`src/rtl/fetch_sequencer.sv`:
```
// Program counter and fetch sequencer: start/done handshake, goto table,
// conditional backward branch and a saturating run-cycle counter.
module fetch_sequencer #(
    parameter int PC_W  = 10,
    parameter int LUT_N = 8,
    parameter int CNT_W = 16
) (
    input  logic                     Clk,
    input  logic                     Reset,
    input  logic                     Start,
    input  logic                     Ack,
    input  logic                     GotoEn,
    input  logic                     Jump2En,
    input  logic                     Zero,
    input  logic [$clog2(LUT_N)-1:0] TargIdx,
    input  logic [5:0]               LoopOff,
    input  logic                     LutWrEn,
    input  logic [$clog2(LUT_N)-1:0] LutWrIdx,
    input  logic [PC_W-1:0]          LutWrData,
    output logic [PC_W-1:0]          ProgCtr,
    output logic                     Running,
    output logic                     Done,
    output logic [CNT_W-1:0]         CycleCount
);

    typedef enum logic [1:0] {S_IDLE, S_RUN, S_DONE} state_t;

    state_t            r_state, w_state_nxt;
    logic              r_start_q;
    logic              w_start_rise;
    logic [PC_W-1:0]   r_pc, w_pc_nxt;
    logic [CNT_W-1:0]  r_cnt, w_cnt_nxt;
    logic              r_running, r_done;
    logic [PC_W-1:0]   r_lut [LUT_N];

    assign w_start_rise = Start & ~r_start_q;

    always_ff @(posedge Clk or negedge Reset) begin
        if (!Reset) begin
            r_state   <= S_IDLE;
            r_start_q <= 1'b0;
            r_pc      <= '0;
            r_cnt     <= '0;
            r_running <= 1'b0;
            r_done    <= 1'b0;
        end else begin
            r_state   <= w_state_nxt;
            r_start_q <= Start;
            r_pc      <= w_pc_nxt;
            r_cnt     <= w_cnt_nxt;
            // Decoded from the next state so the flags line up with the state register
            r_running <= (w_state_nxt == S_RUN);
            r_done    <= (w_state_nxt == S_DONE);
        end
    end

    always_comb begin
        w_state_nxt = r_state;
        w_pc_nxt    = r_pc;
        w_cnt_nxt   = r_cnt;
        case (r_state)
            S_IDLE, S_DONE: begin
                if (w_start_rise) begin
                    w_state_nxt = S_RUN;
                    w_pc_nxt    = '0;
                    w_cnt_nxt   = '0;
                end
            end
            S_RUN: begin
                if (r_cnt != '1)
                    w_cnt_nxt = r_cnt + CNT_W'(1);
                // Ack keeps the terminating instruction address visible
                if (Ack)
                    w_state_nxt = S_DONE;
                else if (GotoEn)
                    w_pc_nxt = r_lut[TargIdx];
                else if (Jump2En && !Zero)
                    w_pc_nxt = r_pc - PC_W'(LoopOff);
                else
                    w_pc_nxt = r_pc + PC_W'(1);
            end
            default: w_state_nxt = S_IDLE;
        endcase
    end

    // Goto reads the registered contents, so a same-cycle write is seen one cycle later
    always_ff @(posedge Clk or negedge Reset) begin
        if (!Reset) begin
            for (int i = 0; i < LUT_N; i++)
                r_lut[i] <= '0;
        end else if (LutWrEn) begin
            r_lut[LutWrIdx] <= LutWrData;
        end
    end

    assign ProgCtr    = r_pc;
    assign Running    = r_running;
    assign Done       = r_done;
    assign CycleCount = r_cnt;

endmodule

```
`config.mk`:
```
export PLATFORM = sky130hd
export DESIGN_NAME = fetch_sequencer
export DESIGN_NICKNAME = d
export VERILOG_FILES = /design/src/rtl/fetch_sequencer.sv
export SDC_FILE = /design/constraint.sdc
export NUM_CORES = 1
export LEC_CHECK = 0
export CAP_MARGIN = 20
export CELL_PAD_IN_SITES_DETAIL_PLACEMENT = 1
export CELL_PAD_IN_SITES_GLOBAL_PLACEMENT = 1
export CORE_ASPECT_RATIO = 1.4
export CORE_MARGIN = 8
export CORE_UTILIZATION = 45
export CTS_BUF_LIST = sky130_fd_sc_hd__clkbuf_4
export CTS_CLUSTER_DIAMETER = 100
export DETAILED_ROUTE_END_ITERATION = 8
export DONT_BUFFER_PORTS = 1
export PLACE_DENSITY = 0.71
export SLEW_MARGIN = 15
export SYNTH_ARGS = -nofsm -noshare
export SYNTH_HDL_FRONTEND = slang
export SYNTH_SLANG_ARGS = --single-unit
```
`constraint.sdc`:
```
create_clock -name Clk -period 2.69 [get_ports Clk]
set_input_delay 0.1345 -clock Clk [delete_from_list [all_inputs] [get_ports Clk]]
set_output_delay 0.1345 -clock Clk [all_outputs]
set_load 0.01 [all_outputs]
```
==> impl_metrics.py <==
metrics = {
    "critical_path": {
        "crit_type": "reg -> reg",
        "critical_path.endpoint_type": "flop",
        "r2r_cells": 10,
        "startpoint": "ProgCtr[0]",
        "worst_setup_path_start_kind": "flop",
        "crit_arrival_ns": 2.90,
        "reg2reg_from": "ProgCtr[0]",
        "r2r_setup_slack_ns": 0.18,
        "rr_endpoint": "ProgCtr[8]",
        "endpoint": "ProgCtr[8]",
        "critPathMaxFanout": 3,
        "crit_required_ns": 3.09,
    },
    "floorplanning": {
        "die-height_um": 147,
        "die_x_um": 109,
        "start_util_pct": 46.1,
        "core_area_um2": 11900,
        "rows": 47,
        "die-area_um2": 16000,
        "io_pins": 58,
    },
    "global_routing": {
        "grt_overflow": 0,
        "first_global_vias": 3953,
        "antenna_found_initial": 1,
        "grt_max_degree": 112,
        "grtUsageTotal_pct": 17.3,
        "grt_pass1_wl_um": 21400,
    },
    "route": {
        "met2_wirelength_um": 7050,
        "wl_um": 13100,
        "vias": 3467,
        "ant_nets": 0,
        "drt_iter0_drc": 116,
        "drc": 0,
        "route.met3.wl_um": 560,
        "firstDrtPassIters": 4,
        "wl_per_cell_um": 22.0,
        "wl_met1_um": 5280,
        "dr.max_layer_used": "met4",
        "viasPerCell": 5.85,
    },
    "synth": {
        "synthArstFlopShare_pct": 100,
        "ys_warn_count": 0,
        "synth_edf_count": 0,
        "ys_types": 44,
        "netlist_area_um2": 5480,
        "synth_common_cells": "dfrtp_1, mux2_2, nor2_1",
        "yosysTopAreaCellShare_pct": 50.7,
        "yosysSeqAreaShare_pct": 50.7,
        "synth_nets": 461,
        "synthTopCellsByArea": "dfrtp_1, mux2_2, mux4_2",
        "synth-main-ff-cell": "dfrtp_1",
        "syn_inst": 420,
        "synth-seq-cells": 111,
        "synth.most_common_cell": "dfrtp_1",
        "synth_top_cell_by_area": "dfrtp_1",
        "syn_avg_cell_area_um2": 13.0,
    },
    "placement": {
        "numPortBuffers": 0,
        "place_hpwl_um": 8950,
        "gp_congestion": 0.782,
    },
    "sta": {
        "setup_tns_ns": 0,
        "fin_skew_ns": 0.0295,
        "period_needed_ns": 2.51,
        "hold_viol": 0,
        "max-slew-margin-rel_pct": 46.6,
        "tightest_slew_ns": 0.798,
        "rsz0062_at_grt": "no",
        "finalCritPeriodShare_pct": 93.1,
        "drv_slew": 0,
        "fmax_mhz": 399,
        "setup_viol": 0,
    },
    "cells_and_area": {
        "drive_gt1_share_pct": 30.1,
        "multi_input_area_um2": 2590,
        "nFillCells": 1211,
        "area.growth.synth_to_final_pct": 9.21,
        "nNetsFinal": 481,
        "seqCellArea_um2": 2780,
    },
    "min_path": {
        "hp-start": "Ack",
        "hold_class": "in -> reg",
    },
    "cts": {
        "cts_setup_buffers": 0,
        "cts_buffer_depth": 2,
        "clk_latency_ns": 0.48,
        "path_clk_slew_ns": 0.19,
        "root_buffer": "clkbuf_4",
        "cts_sinks": 111,
        "cts_buffers": 9,
        "cts_htree_levels": 3,
        "cts_tree": "yes",
    },
    "power": {
        "power_density_nw_per_um2": 656,
        "leakagePower_nw": 2.61,
        "finalPower_w": 0.00392,
        "ir_drop_uv": 270,
    },
    "status": {
        "status": "finished clean",
    },
    "job": {
        "maxCapViolations": 0,
    },
}
-- area by class of cell --
type	count	area share (%)
multi-input cells	283	43.3
clock buffers	9	1.13
repair buffers	27	4.48
diodes	1	0.0418
flip-flops and latches	111	46.4
clock inverters	7	1.00
inverters	8	0.502
well taps	147	3.07
-- metrics by stage --
step | cells | utilization (%) | area, um^2 | setup WS, ns | hold slack [ns]
after floorplan | 420 | - | 5480 | 0.305 | -0.161
after global routing | 593 | 50.4 | 5980 | 0.0372 | 0.0491
after detailed placement | 557 | 47.5 | 5640 | 0.173 | -0.158
final | 593 | 50.4 | 5980 | 0.185 | 0.0630
after CTS | 591 | 50.3 | 5970 | 0.161 | 0.00515
after global placement | 557 | 47.5 | 5640 | 0.337 | -0.158
-- report_power, final --
group	switching, W	internal, W
Sequential	0.000243	0.00200
Combinational	0.000370	0.000508
Clock	0.000594	0.000211
-- cell usage in the layout (no fill, tap or decap), drive strengths merged, types with 3 or more instances in the layout --
cell type / netlist / final
a21oi: 12 / 12
a221o: 5 / 5
a22o: 4 / 4
a31oi: 3 / 3
and2: 3 / 3
and3: 5 / 5
buf: 6 / 9
clkbuf: 12 / 9
dfrtp: 111 / 111
dlygate4sd3: 0 / 18
ha: 10 / 10
inv: 8 / 13
mux2: 80 / 80
mux2i: 10 / 10
mux4: 20 / 20
nand2: 18 / 18
nand2b: 9 / 9
nand3: 6 / 6
nand4b: 3 / 3
nor2: 34 / 34
nor3: 6 / 6
nor3b: 3 / 3
o21ai: 13 / 13
xnor2: 10 / 10
xor2: 9 / 9
-- repair_timing --
item / in CTS / in global routing
resized for setup: 0 / 0
endpoints found under the setup margin: 0 / 0
hold endpoints to repair: 206 / 1
hold buffers: 18 / 1
-- worst max-delay path, stage by stage, from the launching register on --
cell and delay (ns):
dfrtp_1 0.45, inv_1 0.11, ha_1 0.18, inv_1 0.06, fa_1 0.40, a21o_1 0.20
a21oi_1 0.29, o21ai_0 0.15, a21oi_1 0.19, xnor2_1 0.10, a221o_1 0.31
-- per-layer routing --
metal  up-vias  GRT usage, %
met1      1831          20.3
met3        14          3.08
met4         0          5.56
li1       1567             -
met2        55          30.7
met5         -             0
-- worst min-delay path by stage --
stage,to,depth (start not counted)
finish,ProgCtr[5],2
global route,ProgCtr[5],2
global placement,CycleCount[8],0
detailed placement,CycleCount[8],0
floorplan,CycleCount[0],0
CTS,ProgCtr[0],4
-- cells by family (layout without fill, tap and decap cells) --
family | Yosys count | count (layout) | share of synthesized area, %
xor+xnor | 19 | 19 | 3.04
simple gates | 94 | 94 | 8.95
mux | 110 | 110 | 26.5
flops | 111 | 111 | 50.7
other cells | 0 | 1 | 0
buf+inv | 26 | 51 | 2.15
compound gates | 49 | 49 | 6.01
fa+ha+maj | 11 | 11 | 2.65
-- sequential cells by signal, indices dropped and copies added (netlist names) --
register,cells
ProgCtr,10
r_lut,80
Done,1
CycleCount,16
Running,1
r_state,2
r_start_q,1
Note: power is estimated with default switching activity, not from simulation.
